$ cat config.mk
export PLATFORM = sky130hd
export DESIGN_NAME = wb_multi_port
export DESIGN_NICKNAME = d
export VERILOG_FILES = /design/src/rtl/wb_multi_port_pkg.sv /design/src/rtl/wb_multi_port_rr_arbiter.sv /design/src/rtl/wb_multi_port.sv
export SDC_FILE = /design/constraint.sdc
export NUM_CORES = 1
export LEC_CHECK = 0
export CAP_MARGIN = 5
export CORE_MARGIN = 5
export CORE_UTILIZATION = 25
export CTS_CLUSTER_SIZE = 14
export DETAILED_ROUTE_END_ITERATION = 10
export PLACE_DENSITY = 0.47
export SKIP_CTS_REPAIR_TIMING = 1
export SLEW_MARGIN = 20
export SYNTH_ARGS = -nofsm -noshare
export SYNTH_HDL_FRONTEND = slang
export SYNTH_HIERARCHICAL = 1
export SYNTH_SLANG_ARGS = --single-unit
$ cat constraint.sdc
create_clock -name clk -period 10.35 [get_ports clk]
set_input_delay 2.07 -clock clk [delete_from_list [all_inputs] [get_ports clk]]
set_output_delay 2.07 -clock clk [all_outputs]
set_load 0.05 [all_outputs]
$ cat src/rtl/wb_multi_port_pkg.sv
// Shared constants, holding-entry layout and pointer-width helper for the
// multi-port writeback stage and its round-robin arbiter.
package wb_multi_port_pkg;

    localparam int XLEN_DEF    = 32;
    localparam int REG_IDX_DEF = 5;
    localparam int REG_ZERO    = 0;

    // One held writeback result at the default widths.
    typedef struct packed {
        logic                   v;
        logic                   wr;
        logic [REG_IDX_DEF-1:0] idx;
        logic [XLEN_DEF-1:0]    val;
    } hold_entry_t;

    // Width of a pointer that selects one of n sources (never narrower than 1).
    function automatic int rr_ptr_w(input int n);
        return (n <= 2) ? 1 : $clog2(n);
    endfunction

endpackage

$ cat src/rtl/wb_multi_port_rr_arbiter.sv
// Combinational round-robin arbiter: the first request at or above ptr
// (with wrap-around) wins, giving a one-hot grant plus its encoded index.
module wb_multi_port_rr_arbiter #(
    parameter int N = 3,
    parameter int W = 2
) (
    input  logic [N-1:0] req,
    input  logic [W-1:0] ptr,
    output logic [N-1:0] grant,
    output logic [W-1:0] grant_idx,
    output logic         grant_valid
);

    logic [W-1:0] slot;

    always_comb begin
        grant       = '0;
        grant_idx   = '0;
        grant_valid = 1'b0;
        slot        = '0;
        for (int k = 0; k < N; k++) begin
            slot = W'((int'(ptr) + k) % N);
            if (!grant_valid && req[slot]) begin
                grant[slot] = 1'b1;
                grant_idx   = slot;
                grant_valid = 1'b1;
            end
        end
    end

endmodule

$ cat src/rtl/wb_multi_port.sv
// Multi-source writeback stage: per-source one-entry holds drained round-robin
// onto one register-file write port. Optional macro: WB_MULTI_BYPASS_ALL_EN.
module wb_multi_port
    import wb_multi_port_pkg::*;
#(
    parameter int XLEN    = XLEN_DEF,
    parameter int REG_IDX = REG_IDX_DEF,
    parameter int NUM_SRC = 3,
    parameter int SRC_W   = rr_ptr_w(NUM_SRC)
) (
    input  logic                       clk,
    input  logic                       rst_n,
    input  logic                       flush,
    input  logic [NUM_SRC-1:0]         src_valid,
    output logic [NUM_SRC-1:0]         src_ready,
    input  logic [NUM_SRC-1:0]         src_wr,
    input  logic [NUM_SRC*REG_IDX-1:0] src_idx,
    input  logic [NUM_SRC*XLEN-1:0]    src_val,
    input  logic                       rf_ready,
    output logic                       rf_we,
    output logic [REG_IDX-1:0]         rf_idx,
    output logic [XLEN-1:0]            rf_val,
    output logic [REG_IDX-1:0]         bp_idx,
    output logic [XLEN-1:0]            bp_val,
    output logic                       retire_valid,
    output logic [SRC_W-1:0]           retire_src
`ifdef WB_MULTI_BYPASS_ALL_EN
    ,
    output logic [NUM_SRC-1:0]         bp_all_valid,
    output logic [NUM_SRC*REG_IDX-1:0] bp_all_idx,
    output logic [NUM_SRC*XLEN-1:0]    bp_all_val
`endif
);

    logic [NUM_SRC-1:0] hold_v_p0;
    logic [NUM_SRC-1:0] hold_wr_p0;
    logic [REG_IDX-1:0] hold_idx_p0 [NUM_SRC];
    logic [XLEN-1:0]    hold_val_p0 [NUM_SRC];
    logic [SRC_W-1:0]   rr_ptr;

    logic [NUM_SRC-1:0] cand;
    logic [NUM_SRC-1:0] grant;
    logic [NUM_SRC-1:0] capture;
    logic [SRC_W-1:0]   gnt_idx;
    logic [SRC_W-1:0]   rr_next;
    logic               gnt_vld;
    logic               gnt_wr;
    logic               gnt_we;
    logic [REG_IDX-1:0] gnt_reg;
    logic [XLEN-1:0]    gnt_val;

    // Stage p0 -> write port: arbitration over the held entries
    assign cand = (rf_ready && !flush) ? hold_v_p0 : '0;

    wb_multi_port_rr_arbiter #(
        .N (NUM_SRC),
        .W (SRC_W)
    ) u_arb (
        .req         (cand),
        .ptr         (rr_ptr),
        .grant       (grant),
        .grant_idx   (gnt_idx),
        .grant_valid (gnt_vld)
    );

    assign gnt_wr  = hold_wr_p0[gnt_idx];
    assign gnt_reg = hold_idx_p0[gnt_idx];
    assign gnt_val = hold_val_p0[gnt_idx];
    assign gnt_we  = gnt_vld && gnt_wr && (gnt_reg != REG_IDX'(REG_ZERO));

    assign rf_we        = gnt_we;
    assign rf_idx       = gnt_vld ? gnt_reg : '0;
    assign rf_val       = gnt_vld ? gnt_val : '0;
    assign bp_idx       = gnt_we ? gnt_reg : '0;
    assign bp_val       = gnt_we ? gnt_val : '0;
    assign retire_valid = gnt_vld;
    assign retire_src   = gnt_vld ? gnt_idx : '0;

    assign rr_next = (gnt_idx == SRC_W'(NUM_SRC - 1)) ? '0 : gnt_idx + 1'b1;

    // A granted hold frees up this cycle, so it can be refilled immediately.
    assign src_ready = flush ? '0 : (~hold_v_p0 | grant);
    assign capture   = src_valid & src_ready;

    // Source -> stage p0: holding-register control
    always_ff @(posedge clk or negedge rst_n) begin
        if (!rst_n) begin
            hold_v_p0 <= '0;
            rr_ptr    <= '0;
        end else begin
            if (flush) begin
                hold_v_p0 <= '0;
            end else begin
                hold_v_p0 <= capture | (hold_v_p0 & ~grant);
            end
            if (gnt_vld) begin
                rr_ptr <= rr_next;
            end
        end
    end

    // Source -> stage p0: holding-register payload
    always_ff @(posedge clk) begin
        for (int i = 0; i < NUM_SRC; i++) begin
            if (capture[i]) begin
                hold_wr_p0[i]  <= src_wr[i];
                hold_idx_p0[i] <= src_idx[i*REG_IDX +: REG_IDX];
                hold_val_p0[i] <= src_val[i*XLEN +: XLEN];
            end
        end
    end

`ifdef WB_MULTI_BYPASS_ALL_EN
    // Every pending write is forwarded, not just the one granted this cycle.
    always_comb begin
        bp_all_valid = '0;
        bp_all_idx   = '0;
        bp_all_val   = '0;
        for (int i = 0; i < NUM_SRC; i++) begin
            bp_all_valid[i] = !flush && hold_v_p0[i] && hold_wr_p0[i] &&
                              (hold_idx_p0[i] != REG_IDX'(REG_ZERO));
            bp_all_idx[i*REG_IDX +: REG_IDX] = bp_all_valid[i] ? hold_idx_p0[i] : '0;
            bp_all_val[i*XLEN +: XLEN]       = bp_all_valid[i] ? hold_val_p0[i] : '0;
        end
    end
`endif

endmodule

## After elaboration in Yosys (flattened, before gate mapping)

Memory sizes are Yosys's and may differ from the RTL's.
Cells that the tools add are included.
Widths: inputs -> output; s select.

- Flip-flop bits (word level): 8
- Bits in writable memories: 111
- Input bits: 121
- Output and inout bits: 81
- Logic and storage cells: 79
- Memories kept: 2

- Add/subtract/negate cells: 3
- Divide/modulo/power cells: 3
- Order comparisons: 7
- Equality and inequality tests: 1
- Muxes and demuxes: 38
- Bitwise logic cells: 8
- Reduce and logical (&&, ||, !) cells: 12

Memories:

| name | depth | width | rd ports | clocked after memory_dff | write ports | RTL line | source |
|---|---|---|---|---|---|---|---|
| hold_val_p0 | 3 | 32 | 1 | 0 | 3 | wb_multi_port.sv:38 | `logic [XLEN-1:0] hold_val_p0 [NUM_SRC];` |
| hold_idx_p0 | 3 | 5 | 1 | 0 | 3 | wb_multi_port.sv:37 | `logic [REG_IDX-1:0] hold_idx_p0 [NUM_SRC];` |

Operators by type and width:

| kind | count |
|---|---|
| $mod 32x3->32 const B | 2 |
| $mux 32 | 2 |
| $mod 3x3->32 const B | 1 |
| $mux 3 | 6 |
| $mux 1 | 16 |
| $lt 2x3->1 const B | 4 |
| $or 3x3->3 | 4 |
| $mux 2 | 5 |
| $mux 5 | 2 |
| $bmux 1 s2 | 4 |
| $logic_and 1x1->1 | 8 |
| $and 3x3->3 | 2 |
| $demux 1 s2 | 3 |
| $ge 2x1->1 const B | 3 |
| $not 3->3 | 2 |
| $reduce_bool 5->1 | 1 |
| $add 2x1->3 const B | 1 |
| $add 2x2->3 const B | 1 |
| $logic_not 1->1 | 3 |
| $add 2x1->2 const B | 1 |
| $eq 2x2->1 const B | 1 |

## Logic depth before layout (Yosys ltp)

- Depth after elaboration: 17
- Mapped depth: 14
- Gate-level depth less buffers: 10

## Cells and area by module

The synthesis kept the hierarchy.

By module, submodules not included:

| module | instances | cells an instance | area an instance (um^2) | seq. area each (um^2) |
|---|---|---|---|---|
| wb_multi_port | 1 | 394 | 5330.1 | 3548.4 |
| wb_multi_port_rr_arbiter | 1 | 53 | 347.8 | 0.0 |

## Least setup slack after synthesis

Ideal clock, no wire load.

- Kind: input to output
- Start point: input rf_ready
- End point: output bp_idx[0]
- Arrival time: 5.112 ns
- Data required time: 8.280 ns
- Path slack: 3.168 ns
- Cell stages on the path: 8
- Path buffers: 1
- Path through: nor2b_1 -> and2_1 -> nor2b_1 -> nor2_1 -> o21ai_0 -> clkbuf_1 -> nand2_1 -> nor2_1

- Elaborated cells on any way between the ends: 25
- Classes of those cells: mux (16); reduce/logical (8); memory (1)

RTL lines:

| item | RTL line | source |
|---|---|---|
| from (decl) | wb_multi_port.sv:19 | `input logic rf_ready,` |
| $logic_and 1x1->1 (*) | wb_multi_port.sv:53 | `assign cand = (rf_ready && !flush) ? hold_v_p0 : '0;` |
| $mux 3 (*) | wb_multi_port.sv:53 |  |
| named net cand[2] | wb_multi_port.sv:41 | `logic [NUM_SRC-1:0] cand;` |
| $bmux 1 s2 | wb_multi_port_rr_arbiter.sv:23 | `if (!grant_valid && req[slot]) begin` |
| $mux 1 (not written as such) | wb_multi_port_rr_arbiter.sv:23 |  |
| $mux 1 | wb_multi_port_rr_arbiter.sv:23 |  |
| $logic_not 1->1 | wb_multi_port_rr_arbiter.sv:23 |  |
| $logic_and 1x1->1 | wb_multi_port_rr_arbiter.sv:23 |  |
| $mux 1 | wb_multi_port_rr_arbiter.sv:23 |  |
| $logic_not 1->1 | wb_multi_port_rr_arbiter.sv:23 |  |
| $logic_and 1x1->1 | wb_multi_port_rr_arbiter.sv:23 |  |
| $mux 1 (*) | wb_multi_port_rr_arbiter.sv:23 |  |
| named net retire_valid | wb_multi_port.sv:25 | `output logic retire_valid,` |
| $logic_and 1x1->1 (*) (2 in a row) | wb_multi_port.sv:69 | `assign gnt_we = gnt_vld && gnt_wr && (gnt_reg != REG_IDX'(REG_ZERO));` |
| $mux 5 (*) | wb_multi_port.sv:74 | `assign bp_idx = gnt_we ? gnt_reg : '0;` |
| to (decl) | wb_multi_port.sv:23 | `output logic [REG_IDX-1:0] bp_idx,` |

Mark *: on every way through the listed nets, which the timed path passes. The rest lies on a longest branch. The select of a mux whose other input is x is not followed.

## Worst setup path in the final report

- Start point: input flush
- End point: output bp_idx[1]

- Cells in the longest elaborated chain, start to end: 17
- Elaborated cells on any way between the ends: 26
- Classes of those cells: mux (16); reduce/logical (9); memory (1)

Ends and longest elaborated chain:

| item | RTL line | source |
|---|---|---|
| from (decl) | wb_multi_port.sv:13 | `input logic flush,` |
| $logic_not 1->1 (*) | wb_multi_port.sv:53 |  |
| $logic_and 1x1->1 (*) | wb_multi_port.sv:53 |  |
| $mux 3 (*) | wb_multi_port.sv:53 |  |
| named net cand[2] | wb_multi_port.sv:41 |  |
| $bmux 1 s2 | wb_multi_port_rr_arbiter.sv:23 |  |
| $mux 1 (not written as such) | wb_multi_port_rr_arbiter.sv:23 |  |
| $mux 1 | wb_multi_port_rr_arbiter.sv:23 |  |
| $logic_not 1->1 | wb_multi_port_rr_arbiter.sv:23 |  |
| $logic_and 1x1->1 | wb_multi_port_rr_arbiter.sv:23 |  |
| $mux 1 | wb_multi_port_rr_arbiter.sv:23 |  |
| $logic_not 1->1 | wb_multi_port_rr_arbiter.sv:23 |  |
| $logic_and 1x1->1 | wb_multi_port_rr_arbiter.sv:23 |  |
| $mux 2 (*) | wb_multi_port_rr_arbiter.sv:23 |  |
| named net gnt_idx[1] | wb_multi_port.sv:44 | `logic [SRC_W-1:0] gnt_idx;` |
| branches (longest 4 deep; another with $mem_v2 3x5) | -- |  |
| $mux 5 (*) | wb_multi_port.sv:74 |  |

Mark *: on every way through the listed nets, which the timed path passes. The select of a mux whose other input is x is not followed.

==> flow_summary.json <==
{
  "fp.dieW_um": 161,
  "cts_tree": "done",
  "die_h_um": 161,
  "cp-start-kind": "input pin",
  "route.detailed.drc": 0,
  "power.share.sequential_pct": 25.3,
  "swShare_pct": 42.1,
  "gp_congestion": 0.739,
  "synth_area_um2": 5680,
  "cts.htree.levels": 4,
  "tightest_slew_ps": 999,
  "holdWs_ps": 576,
  "vias_per_cell": 4.40,
  "area_growth_pct": 50.4,
  "grt_first_pass_wirelength_um": 26100,
  "wirelength_um": 17200,
  "synthCells": 447,
  "peakVddDrop_mv": 0.137,
  "status": "complete, no violations",
  "cts_buffers": 17,
  "cp.required_ps": 8280,
  "vias": 4125,
  "track_usage_pct": 13.3,
  "yosys.area.top_type_share_pct": 60.3,
  "leakage_nw": 2.85,
  "clk_pin_slew_ps": 50,
  "min_path_type": "reg2reg",
  "syn_nets": 572,
  "initial_utilization_pct": 25.2,
  "synth_edf_count": 114,
  "layout_min_cycle_time_ps": 8830,
  "die-area_um2": 25800,
  "ys.flop_type": "edfxtp_1",
  "drt_iter0_drc": 150,
  "firstDrtPassIters": 4,
  "rsz0062_at_grt": "no",
  "worstSetupPathType": "in2out",
  "async_reset_ff_share_pct": 4.20,
  "power.share.clock_pct": 26.8,
  "worst-path-max-fanout": 33,
  "drive_above_1_share_pct": 12.4,
  "syn_area_per_cell_um2": 12.7,
  "nets": 764,
  "finalHoldViolCount": 0,
  "end_kind": "output port",
  "dp_hpwl_um": 11700,
  "grt_antenna_before_repair": 0,
  "skew_ps": 9.06,
  "grt_max_degree": 44,
  "clkLatencyLatePin_ps": 420,
  "fillers": 2152,
  "power_mw": 2.29,
  "p_int_mw": 1.33,
  "setup_tns_ps": 0,
  "slew_headroom_pct": 33.1,
  "avgRoutedWirePerCell_um": 18.4,
  "port_buffers": 201,
  "synth_seq_area_share_pct": 62.5,
  "dp.cells": 905,
  "num_antenna_cells": 0,
  "drv_cap": 0,
  "synthTopCellsByArea": "edfxtp_1 (60%), mux2i_1 (6.7%), a21oi_2 (4.9%), and2_1 (4.4%), nand3_1 (3.0%)",
  "powerDensity_nw_per_um2": 268,
  "cts_root_buf": "clkbuf_16",
  "rrSetupSlack_ps": 7420,
  "core_um2": 22500,
  "yosys.area.top_type": "edfxtp_1",
  "arrival_ps": 6760,
  "slew_violations": 0,
  "cts.sinks": 119,
  "setup_viol": 0,
  "ys_seq_elements": 119,
  "cts_buffer_depth": 2,
  "grt_overflow": 0,
  "rows": 55,
  "pin_count": 202,
  "r2r_cells": 8,
  "final_cells": 937,
  "ys_types": 40,
  "yosys_warnings": 6,
  "power_frac_comb_pct": 48.0,
  "timing.fmax_mhz": 113,
  "stdcell_area_um2": 8540,
  "fin_crit_sh_pct": 85.3,
  "ant_nets": 0,
  "grt_pass1_vias": 4506,
  "p_sw_mw": 0.966,
  "place_area_um2": 7930,
  "hold_depth": 1
}
-- power by group through the flow --
stage	clock [mW]	sequential [mW]	combinational, mW
after global placement	0	0.589	1.10
after detailed placement	0	0.589	1.11
final	0.614	0.579	1.10
after floorplan	0	0.587	0.741
after CTS	0.629	0.579	1.11
after global routing	0.647	0.582	1.16
-- cells in the final DEF (no fill, tap or decap), drive strengths merged, types with 5 or more instances in the layout --
master / Yosys / layout
nand2: 43 / 43
clkinv: 0 / 8
clkdlybuf4s50: 0 / 201
and2: 40 / 40
edfxtp: 114 / 114
inv: 5 / 5
nor2b: 7 / 7
dfrtp: 5 / 5
a21oi: 40 / 40
mux2i: 39 / 39
buf: 20 / 6
nand3: 34 / 34
nor2: 19 / 19
o21ai: 34 / 34
clkbuf: 14 / 19
mux2: 6 / 6
-- critical path, cell delays in order --
cell and delay [ps]:
clkdlybuf4s50_1 520, nor2b_1 220, and2_1 300, nand2_1 180
o22a_4 270, o2111ai_1 140, nand3_2 550, mux2i_1 300
o2bb2ai_4 740, nand2_1 370, nor2_1 230, clkdlybuf4s50_1 840
-- state kept, by name, indices dropped and copies added (netlist names) --
signal and flops:
hold_idx_p0 15, hold_v_p0 3, hold_val_p0 96, hold_wr_p0 3
rr_ptr 2
-- synthesized netlist by cell type (2+ instances only) --
master	number
o2bb2ai_1	2
o21ai_0	34
nor2b_1	7
a21oi_1	8
buf_6	4
mux2i_1	38
edfxtp_1	114
clkbuf_2	2
ha_1	4
a21oi_2	32
dfrtp_1	5
mux2_2	3
and2_1	40
nand3_1	34
nand2_1	43
nor2_1	19
mux2_1	3
inv_1	5
and2b_1	4
buf_12	3
buf_2	10
buf_1	2
nand2b_1	3
clkbuf_1	12
-- through the flow --
step | util, % | setup slack [ps]
floorplan | - | 3170
global placement | 35.2 | 1510
detailed placement | 35.2 | 1230
CTS | 37.9 | 1220
global route | 38.0 | 1090
finish | 38.0 | 1520
-- metal layers --
layer | vias to the layer above | GRT usage [%] | share of wire [%]
met2 | 143 | 22.6 | 49
met3 | 20 | 4.46 | 6.8
met4 | 0 | 4.23 | 1.4
li1 | 2001 | - | -
met5 | - | 0 | 0
met1 | 1961 | 15.8 | 43
-- area by class of cell --
class | count | area (um^2) | area share (%)
well taps | 285 | 357 | 4.18
inverters | 5 | 18.8 | 0.220
clock buffers | 19 | 433 | 5.07
clock inverters | 13 | 180 | 2.11
multi-input cells | 289 | 1950 | 22.8
flip-flops and latches | 119 | 3550 | 41.5
repair buffers | 207 | 2060 | 24.1
-- cells by family after synthesis --
group	count (synthesis)	synth area share, %
multiplexers	45	8.13
adder cells (fa/ha/maj)	4	0.881
buffers and inverters	39	4.30
flip-flops	119	62.5
AND/OR/NAND/NOR	155	13.8
AO/OA/AOI/OAI	85	10.4
-- worst paths after layout --
| kind | to | from |
|---|---|---|
| max reg2reg | rr_ptr[1] | rr_ptr[1] |
| min reg2reg | rr_ptr[1] | rr_ptr[1] |
| min | rr_ptr[1] | rr_ptr[1] |
| max in group asynchronous | hold_v_p0[0] | rst_n |
| min in group asynchronous | rr_ptr[0] | rst_n |
| max | bp_idx[1] | flush |
Power figures use the tool's default switching activity.
